### config.mk
export PLATFORM = sky130hd
export DESIGN_NAME = vehicle_sensor_conditioner
export DESIGN_NICKNAME = d
export VERILOG_FILES = /design/src/rtl/vehicle_sensor_conditioner.sv
export SDC_FILE = /design/constraint.sdc
export NUM_CORES = 1
export LEC_CHECK = 0
export BUFFER_PORTS_ARGS = -buffer_cell sky130_fd_sc_hd__buf_4
export CAP_MARGIN = 30
export CORE_AREA = 2 2 105 107
export CTS_BUF_LIST = sky130_fd_sc_hd__clkbuf_4
export CTS_CLUSTER_SIZE = 10
export DETAILED_ROUTE_END_ITERATION = 8
export DIE_AREA = 0 0 107 109
export PLACE_DENSITY = 0.67
export SETUP_SLACK_MARGIN = 0.05
export SLEW_MARGIN = 20
export SYNTH_ARGS = -nofsm -noshare
export SYNTH_HDL_FRONTEND = slang
export SYNTH_SLANG_ARGS = --single-unit
### constraint.sdc
create_clock -name clk -period 7.8 [get_ports clk]
set_clock_uncertainty 0.05 [all_clocks]
set_input_delay 1.56 -clock clk [delete_from_list [all_inputs] [get_ports clk]]
set_output_delay 1.56 -clock clk [all_outputs]
set_load 0.01 [all_outputs]
### src/rtl/vehicle_sensor_conditioner.sv
// -----------------------------------------------------------------------------
// vehicle_sensor_conditioner
//
// Purpose:
//   Turns two raw, asynchronous inductive-loop detector levels (main road and
//   side road) into clean vehicle-demand signals for a traffic light
//   controller. Each channel is synchronized, debounced, stretched by a hold
//   period after the vehicle leaves, watched for a stuck detector, and counts
//   qualified vehicle arrivals. The two channels are identical and share no
//   state apart from the common counter clear.
//
// Ports:
//   clk            in   1  single clock, rising edge
//   rst            in   1  asynchronous active-high reset
//   main_loop_raw  in   1  raw main-road loop level (asynchronous)
//   side_loop_raw  in   1  raw side-road loop level (asynchronous)
//   cnt_clr        in   1  synchronous clear of both arrival counters
//   main_sensor    out  1  conditioned main-road demand
//   side_sensor    out  1  conditioned side-road demand
//   main_fault     out  1  main loop stuck-detector flag
//   side_fault     out  1  side loop stuck-detector flag
//   main_count     out  8  saturating main-road arrival count
//   side_count     out  8  saturating side-road arrival count
// -----------------------------------------------------------------------------

// -----------------------------------------------------------------------------
// vsc_channel: one conditioning channel.
//
// Ports:
//   clk, rst     clock and asynchronous active-high reset
//   i_raw        raw loop level (asynchronous)
//   i_cnt_clr    synchronous clear of the arrival counter
//   o_sensor     conditioned demand (PRESENT, HOLD or FAULT)
//   o_fault      stuck-detector flag (FAULT)
//   o_count      saturating arrival count
// -----------------------------------------------------------------------------
module vsc_channel #(
    parameter int DEBOUNCE_CYCLES = 4,
    parameter int HOLD_CYCLES     = 8,
    parameter int STUCK_CYCLES    = 200
) (
    input  logic       clk,
    input  logic       rst,
    input  logic       i_raw,
    input  logic       i_cnt_clr,
    output logic       o_sensor,
    output logic       o_fault,
    output logic [7:0] o_count
);

    // Terminal values of the three counters. The debounce count is loaded
    // with 1 by the IDLE sample, so QUALIFY finishes when it already holds
    // DEBOUNCE_CYCLES-1 and sees one more high sample. The hold count is
    // loaded with 1 on entry and the sample that finds it at HOLD_CYCLES
    // is the HOLD_CYCLES-th low sample spent inside HOLD.
    localparam logic [3:0]  DEB_LAST   = 4'(DEBOUNCE_CYCLES - 1);
    localparam logic [7:0]  HOLD_LAST  = 8'(HOLD_CYCLES);
    localparam logic [15:0] STUCK_LAST = 16'(STUCK_CYCLES - 1);

    typedef enum logic [2:0] {
        ST_IDLE,
        ST_QUALIFY,
        ST_PRESENT,
        ST_HOLD,
        ST_FAULT
    } state_t;

    logic        r_sync1;
    logic        r_sync2;
    state_t      r_state;
    logic [3:0]  r_deb;
    logic [7:0]  r_hold;
    logic [15:0] r_stuck;
    logic [7:0]  r_count;

    state_t      w_state_nxt;
    logic [3:0]  w_deb_nxt;
    logic [7:0]  w_hold_nxt;
    logic [15:0] w_stuck_nxt;
    logic        w_arrival;
    logic        w_s;

    assign w_s = r_sync2;

    // Two-flop synchronizer; the FSM never looks at i_raw directly.
    // Clearing it in reset means a loop that is high throughout reset still
    // has to requalify from scratch after release.
    always_ff @(posedge clk or posedge rst) begin
        if (rst) begin
            r_sync1 <= 1'b0;
            r_sync2 <= 1'b0;
        end else begin
            // NOTE: sequential state uses non-blocking assignments so every
            // flop samples the pre-edge value of its source; with blocking
            // assignments r_sync2 would copy the new r_sync1 and the
            // synchronizer would collapse to a single stage.
            r_sync1 <= i_raw;
            r_sync2 <= r_sync1;
        end
    end

    // State and counter registers. Every counter is cleared by the
    // asynchronous reset so the outputs drop the moment rst rises.
    always_ff @(posedge clk or posedge rst) begin
        if (rst) begin
            r_state <= ST_IDLE;
            r_deb   <= 4'd0;
            r_hold  <= 8'd0;
            r_stuck <= 16'd0;
        end else begin
            r_state <= w_state_nxt;
            r_deb   <= w_deb_nxt;
            r_hold  <= w_hold_nxt;
            r_stuck <= w_stuck_nxt;
        end
    end

    // Next-state and counter logic.
    always_comb begin
        // NOTE: every signal written here gets a default before the case;
        // any path that skipped an assignment would otherwise infer a latch.
        w_state_nxt = r_state;
        w_deb_nxt   = r_deb;
        w_hold_nxt  = r_hold;
        w_stuck_nxt = r_stuck;
        w_arrival   = 1'b0;

        case (r_state)
            ST_IDLE: begin
                if (w_s) begin
                    w_state_nxt = ST_QUALIFY;
                    w_deb_nxt   = 4'd1;
                end
            end

            ST_QUALIFY: begin
                if (!w_s) begin
                    w_state_nxt = ST_IDLE;
                    w_deb_nxt   = 4'd0;
                end else if (r_deb == DEB_LAST) begin
                    w_state_nxt = ST_PRESENT;
                    w_deb_nxt   = 4'd0;
                    w_stuck_nxt = 16'd0;
                    w_arrival   = 1'b1;
                end else begin
                    w_deb_nxt = r_deb + 4'd1;
                end
            end

            ST_PRESENT: begin
                if (!w_s) begin
                    w_state_nxt = ST_HOLD;
                    w_hold_nxt  = 8'd1;
                end else if (r_stuck == STUCK_LAST) begin
                    // Continuous occupancy this long means the loop is
                    // stuck; keep demanding green as the fail-safe choice.
                    w_state_nxt = ST_FAULT;
                    w_deb_nxt   = 4'd0;
                end else begin
                    w_stuck_nxt = r_stuck + 16'd1;
                end
            end

            ST_HOLD: begin
                if (w_s) begin
                    // Same vehicle came back over the loop: no new arrival,
                    // but the occupancy timer starts over.
                    w_state_nxt = ST_PRESENT;
                    w_stuck_nxt = 16'd0;
                end else if (r_hold == HOLD_LAST) begin
                    w_state_nxt = ST_IDLE;
                    w_hold_nxt  = 8'd0;
                end else begin
                    w_hold_nxt = r_hold + 8'd1;
                end
            end

            ST_FAULT: begin
                // Recovery needs a debounced quiet period; any high sample
                // restarts it. Exit goes straight to IDLE with no hold.
                if (w_s) begin
                    w_deb_nxt = 4'd0;
                end else if (r_deb == DEB_LAST) begin
                    w_state_nxt = ST_IDLE;
                    w_deb_nxt   = 4'd0;
                end else begin
                    w_deb_nxt = r_deb + 4'd1;
                end
            end

            default: begin
                w_state_nxt = ST_IDLE;
                w_deb_nxt   = 4'd0;
                w_hold_nxt  = 8'd0;
                w_stuck_nxt = 16'd0;
            end
        endcase
    end

    // Arrival counter: the clear wins over a coincident arrival, and the
    // count sticks at 255 instead of wrapping.
    always_ff @(posedge clk or posedge rst) begin
        if (rst) begin
            r_count <= 8'd0;
        end else if (i_cnt_clr) begin
            r_count <= 8'd0;
        end else if (w_arrival && (r_count != 8'hFF)) begin
            r_count <= r_count + 8'd1;
        end
    end

    // Outputs are pure decodes of registered state, so they are glitch-free
    // with respect to the raw input and fall with reset without a clock.
    assign o_sensor = (r_state == ST_PRESENT) || (r_state == ST_HOLD) ||
                      (r_state == ST_FAULT);
    assign o_fault  = (r_state == ST_FAULT);
    assign o_count  = r_count;

endmodule

// -----------------------------------------------------------------------------
// Top level: two independent channels with a shared counter clear.
// -----------------------------------------------------------------------------
module vehicle_sensor_conditioner #(
    parameter int DEBOUNCE_CYCLES = 4,
    parameter int HOLD_CYCLES     = 8,
    parameter int STUCK_CYCLES    = 200
) (
    input  logic       clk,
    input  logic       rst,
    input  logic       main_loop_raw,
    input  logic       side_loop_raw,
    input  logic       cnt_clr,
    output logic       main_sensor,
    output logic       side_sensor,
    output logic       main_fault,
    output logic       side_fault,
    output logic [7:0] main_count,
    output logic [7:0] side_count
);

    vsc_channel #(
        .DEBOUNCE_CYCLES (DEBOUNCE_CYCLES),
        .HOLD_CYCLES     (HOLD_CYCLES),
        .STUCK_CYCLES    (STUCK_CYCLES)
    ) u_main (
        .clk       (clk),
        .rst       (rst),
        .i_raw     (main_loop_raw),
        .i_cnt_clr (cnt_clr),
        .o_sensor  (main_sensor),
        .o_fault   (main_fault),
        .o_count   (main_count)
    );

    vsc_channel #(
        .DEBOUNCE_CYCLES (DEBOUNCE_CYCLES),
        .HOLD_CYCLES     (HOLD_CYCLES),
        .STUCK_CYCLES    (STUCK_CYCLES)
    ) u_side (
        .clk       (clk),
        .rst       (rst),
        .i_raw     (side_loop_raw),
        .i_cnt_clr (cnt_clr),
        .o_sensor  (side_sensor),
        .o_fault   (side_fault),
        .o_count   (side_count)
    );

endmodule

==> run metrics, run 1 <==
status finished, final reports clean; Worst EP arrival roughly 1.8 ns; Synth-to-Final Area Change 9.08%; die area about 12000 um2; EDFF count, synth 0; remaining antenna violation count 0; post_cts resized 0; Cell variety after synth 57; GRT Overall Usage 17.9%; # hold bufs at CTS 0; clk buf depth 2; Post-CTS Setup Repair Bufs 0; Reg clk slew, reported paths between 0.1 and 0.15 ns; Post-Synth Simple-Gate Area about 26%; antenna diode count 0; cells after synthesis 518; Core Region about 11000 um2; initial antenna violation count 0; Sink Count between 80 and 90; WS Path Type flop to primary output; H-tree depth 3; max-cap violations 0; largest family of logic cells by synthesized area simple AND/OR/NAND/NOR gates; f_max 298 MHz; met3 routed WL between 300 and 400 um; # fillers 986; Worst Tran Pin Value ~0.73 ns; routed length per placed instance 14.5 um; Syn Nets 533; multiplexer share of the synthesized area approximately 1.1%; I/O Pins 25; via count of the first global-routing pass about 3.7k; vias ~3.9k; peak supply drop between 0.1 and 0.15 mV; Initial Util a little over two fifths; post-layout minimum cycle time between 3 and 4 ns; Final TNS setup 0 ns; Post-Syn Area approximately 4700 um2; global-route wire length before repair about 17000 um; Initial DRC Count 213; max_slew headroom 51.1%; Synth Area in Compound Gates 19.0%; Remaining Overflow, GRT 0; commonest non-fill, non-tap cell in the layout dfrtp_1; WL met2 between 4000 and 5000 um; Clock Latency Late Sink 0.42 ns; LEAKAGE between 0.002 and 0.0025 uW; hold depth 0; Design Area, Final 5080 um2; 1st-pass router iterations 4; DRC errors left 0; post-synthesis xor/xnor area fraction 4.32%; register area share after synthesis between 40% and 50%; Post-DP Area between 4000 and 5000 um2; PD cells 199 nW/um2; commonest non-fill, non-tap cells in the layout dfrtp_1, o21ai_0, nor2_1, nand2_1, nand3_1; Hold Vio Cnt, Final 0; syn avg cell area roughly 9.0 um2; I/O Buffers 24; layout cell share with drive strength beyond 1 11.1%; Yosys reg bits 82; unrepaired setup endpoints after global routing no; Die Ht between 100 and 150 um; chip width 107 um; Slew Limit Fails 0; placer's final routability congestion estimate 0.841; Worst Setup End Kind primary output; WL final a little under 10000 um; CP Max Fanout 16; worst-path cell chain nor2b_1, or2_2, buf_4; cell count of the worst reg-to-reg path 6; num rows 38; largest net degree at the start of global routing between 50 and 60; met1 wire length around 4800 um; Clock Tree Root clkbuf_4; dpl hpwl around 6600 um; TritonCTS buffer count 9; Synth Area in Adders under 10%; Tcrit/Tclk final between 40% and 50%; warnings from Yosys 0; drt via density ~5.7; Crit path required time between 6 and 7 ns; Final setup viols 0; slowest stage delay, CP ~0.63 ns; top_reg_cell synth dfrtp_1; CTS tree yes; layout net count 552; Max stage delay cell, worst path dfrtp_1; Hold Path Class flop to flop; Worst setup SP type flop; Async SR Flop Fraction 100%; DR top layer met4
==> per-layer routing <==
| layer | vias to the layer above | global-route usage [%] |
|---|---|---|
| li1 | 1922 | - |
| met3 | 16 | 4.36 |
| met2 | 84 | 29.1 |
| met1 | 1876 | 23.9 |
| met4 | 0 | 5.19 |
| met5 | - | 0 |
==> kinds of logic (layout without fill, tap and decap cells) <==
| kind of cell | after synthesis | in the layout |
|---|---|---|
| muxes | 5 | 5 |
| adders and majority gates | 10 | 10 |
| xor gates and xnor gates | 23 | 23 |
| and+or+nand+nor | 223 | 223 |
| DFF | 82 | 82 |
| buffers and inverters | 40 | 62 |
| AOI/OAI and AO/OA | 135 | 135 |
==> flip-flops by register name, summed over array words and instances (netlist names) <==
register	count
u_main.r_state	3
u_side.r_state	3
u_side.r_sync1	1
u_side.r_sync2	1
u_main.r_hold	8
u_main.r_deb	4
u_side.r_deb	4
u_main.r_sync2	1
u_main.r_sync1	1
u_main.o_count	8
u_side.r_hold	8
u_side.o_count	8
u_main.r_stuck	16
u_side.r_stuck	16
==> metrics by stage <==
stage,setup WS [ns],std cells,utilization [%],hold WS [ns],power [uW]
after floorplan,4.08,518,-,0.281,747
after global placement,4.98,664,46.7,0.284,802
after detailed placement,4.92,665,46.9,0.288,814
after CTS,4.43,679,47.9,0.316,1020
after global routing,4.27,680,47.9,0.319,1080
final,4.44,680,47.9,0.301,1010
==> report_power, final <==
group	total [uW]	internal, uW	switching [uW]	leakage [uW]
clock	203	63.8	140	0.0000555
combinational	268	118	151	0.000988
sequential	540	463	76.7	0.00112
==> cells in the mapped netlist, types with 7 or more instances <==
library cell | number | share of area, %
a21o_1 | 9 | 1.5
a21oi_1 | 18 | 1.9
dfrtp_1 | 82 | 44
xnor2_1 | 8 | 1.5
nor2_1 | 51 | 4.1
ha_1 | 10 | 2.7
nand3_1 | 31 | 3.3
clkbuf_1 | 15 | 1.2
and3_1 | 12 | 1.6
a31oi_1 | 9 | 1.2
nand4_1 | 15 | 2.0
xor2_1 | 15 | 2.8
nand2_1 | 40 | 3.2
o31ai_1 | 7 | 1.1
o211ai_1 | 7 | 1.1
nor3_1 | 13 | 1.4
o21ai_0 | 54 | 5.8
nand2b_1 | 13 | 1.7
inv_1 | 20 | 1.6
==> critical path, delay by kind of cell (launching register included) <==
kind | cells | cell delay, ns
buffers and inverters | 1 | 0.11
DFF | 1 | 0.63
and+or+nand+nor | 2 | 0.59
==> layout make-up <==
cell class	instances	area, um2	area share, %
tap	140	175	3.45
sequential	82	2050	40.4
inverter	20	76.3	1.50
clock inverter	4	21.3	0.419
timing repair buffer	28	230	4.53
multi-input combinational	396	2450	48.2
clock buffer	10	75.1	1.48
==> final timing paths <==
check,startpoint,slack [ns],endpoint
max,u_main.r_state[1],4.44,main_sensor
min,u_side.r_sync1,0.30,u_side.r_sync2
max reg2reg,u_side.r_stuck[1],5.40,u_side.r_stuck[4]
min reg2reg,u_side.r_sync1,0.30,u_side.r_sync2
max in group asynchronous,rst,5.93,u_side.r_stuck[15]
min in group asynchronous,rst,1.16,u_main.o_count[7]
No activity file was read; power rests on OpenSTA's default activity.
==> inputs of run 2 (changes only) <==
--- a/config.mk
+++ b/config.mk
@@ -12,7 +12,7 @@
 export CTS_CLUSTER_SIZE = 10
 export DETAILED_ROUTE_END_ITERATION = 8
 export DIE_AREA = 0 0 107 109
-export PLACE_DENSITY = 0.67
+export PLACE_DENSITY = 0.69
 export SETUP_SLACK_MARGIN = 0.05
 export SLEW_MARGIN = 20
 export SYNTH_ARGS = -nofsm -noshare
==> constraint.sdc (replaced) <==
create_clock -name clk -period 2.85 [get_ports clk]
set_clock_uncertainty 0.05 [all_clocks]
set_input_delay 0.57 -clock clk [delete_from_list [all_inputs] [get_ports clk]]
set_output_delay 0.57 -clock clk [all_outputs]
set_load 0.01 [all_outputs]
==> run 2 against run 1 <==
Non-clock buffer count rose by 2; clock power rose to 3.5 times the previous value; hold slack got worse by 0.24 ns; first-iteration DRC count rose by 1.9%; sequential power rose to 2.7 times the previous value; wire length fell by 1.6%; critical path type unchanged; total power rose to 2.9 times the previous value; flip-flop and latch count did not move.
==> run metrics, run 2 (synthesis results as in run 1) <==
drt via density 5.67; Final setup viols 0; Initial DRC Count approximately 220; H-tree depth 3; max-cap violations 0; peak supply drop roughly 0.51 mV; status finished, final reports clean; Reg clk slew, reported paths ~0.14 ns; sequential cell area roughly 2000 um2; Die Ht roughly 110 um; Crit path required time around 2.2 ns; Slew Limit Fails 0; Worst Setup End Kind primary output; multi-input logic area between 2000 and 2500 um2; Hold Path Class input pin to asynchronous set/reset pin; layout net count about 550; post-layout minimum cycle time roughly 2.5 ns; die area 11700 um2; GRT Overall Usage between 10% and 20%; clk buf depth 2; Clock Latency Late Sink approximately 0.46 ns; Worst EP arrival 1.85 ns; unrepaired setup endpoints after global routing no; placed cell count ~670; num rows 38; chip width approximately 110 um; # fillers between 900 and 1k; worst r2r src u_side.r_stuck[0]; final std cells w/o fill between 600 and 700; TritonCTS buffer count 9; PD cells approximately 570 nW/um2; 1st-pass router iterations 5; Largest regs u_main.r_stuck x16, u_side.r_stuck x16; CTS tree yes; remaining antenna violation count 0; global-route wire length before repair ~17000 um; Sink Count 82; initial antenna violation count 0; # hold bufs at CTS 0; Synth-to-Final Area Change 10.3%; Hold Vio Cnt, Final 0; via count of the first global-routing pass roughly 3.7k; routed length per placed instance approximately 14 um; Initial Util between 40% and 50%; WL final roughly 9700 um; WS Path Type flop to primary output; antenna diode count 0; dpl hpwl approximately 6600 um; Core Region between 10000 and 15000 um2; critical path startpoint u_side.r_state[0]; f_max slightly above 400 MHz; max_slew headroom a little under three fifths; I/O Buffers 24; Tcrit/Tclk final approximately 87%; vias around 3.9k; Remaining Overflow, GRT 0; LEAKAGE ~0.0022 uW; CP Max Fanout 20; Final TNS setup 0 ns; Worst Tran Pin Value ~0.66 ns; commonest non-fill, non-tap cells in the layout dfrtp_1, o21ai_0, nor2_1, nand2_1, nand3_1; post_cts resized 0; Hold WS about 0.056 ns; layout cell share with drive strength beyond 1 a little under an eighth; Clock Tree Root clkbuf_4; placer's final routability congestion estimate between 0.8 and 0.9; Worst setup SP type flop; DRC errors left 0; largest net degree at the start of global routing 57; commonest non-fill, non-tap cell in the layout dfrtp_1; Post-CTS Setup Repair Bufs 0; I/O Pins 25
==> run 2: per-stage QoR <==
step	cell area, um2	total power (uW)	util (%)	worst slack [ns]
detailed placement	4990	2230	47.1	0.649
finish	5140	2930	48.5	0.383
floorplan	4660	2040	-	0.122
CTS	5140	2960	48.5	0.368
global placement	4990	2210	47.1	0.663
global route	5140	3140	48.5	0.266
==> run 2: routing by layer <==
layer	track usage (%)	routed length, um
met1	22.5	4660
met2	29.6	4600
met3	5.14	339
met4	5.47	93
met5	0	0
==> run 2: final timing paths <==
check                           cells past startpoint                end  slack, ns
worst max register to register                      6  u_side.r_stuck[4]       0.57
min in group clk                                    1     u_main.r_sync1       0.15
worst max-delay path                                4        side_sensor       0.38
worst min register to register                      0     u_side.r_sync2       0.32
worst min-delay path                                2   u_main.r_hold[6]       0.06
max in group asynchronous                           3  u_side.r_stuck[0]       2.02
==> run 2: where the power goes <==
group	leakage [uW]	internal [uW]	switching [uW]	total (uW)
clock	0.0000652	272	446	718
combinational	0.000994	327	407	734
sequential	0.00112	1270	214	1480
==> run 2: area by class of cell <==
class	count	area share (%)
tap	140	3.41
multi-input combinational	396	47.7
sequential	82	39.9
clock buffer	9	1.32
timing repair buffer	30	4.63
inverter	20	1.49
clock inverter	7	1.51
==> run 2: worst max-delay path, cell delays in order, from the launching register on <==
cell,delay [ns]
dfrtp_1,0.78
nor2_1,0.18
nand2_1,0.19
nand2b_1,0.08
buf_4,0.14
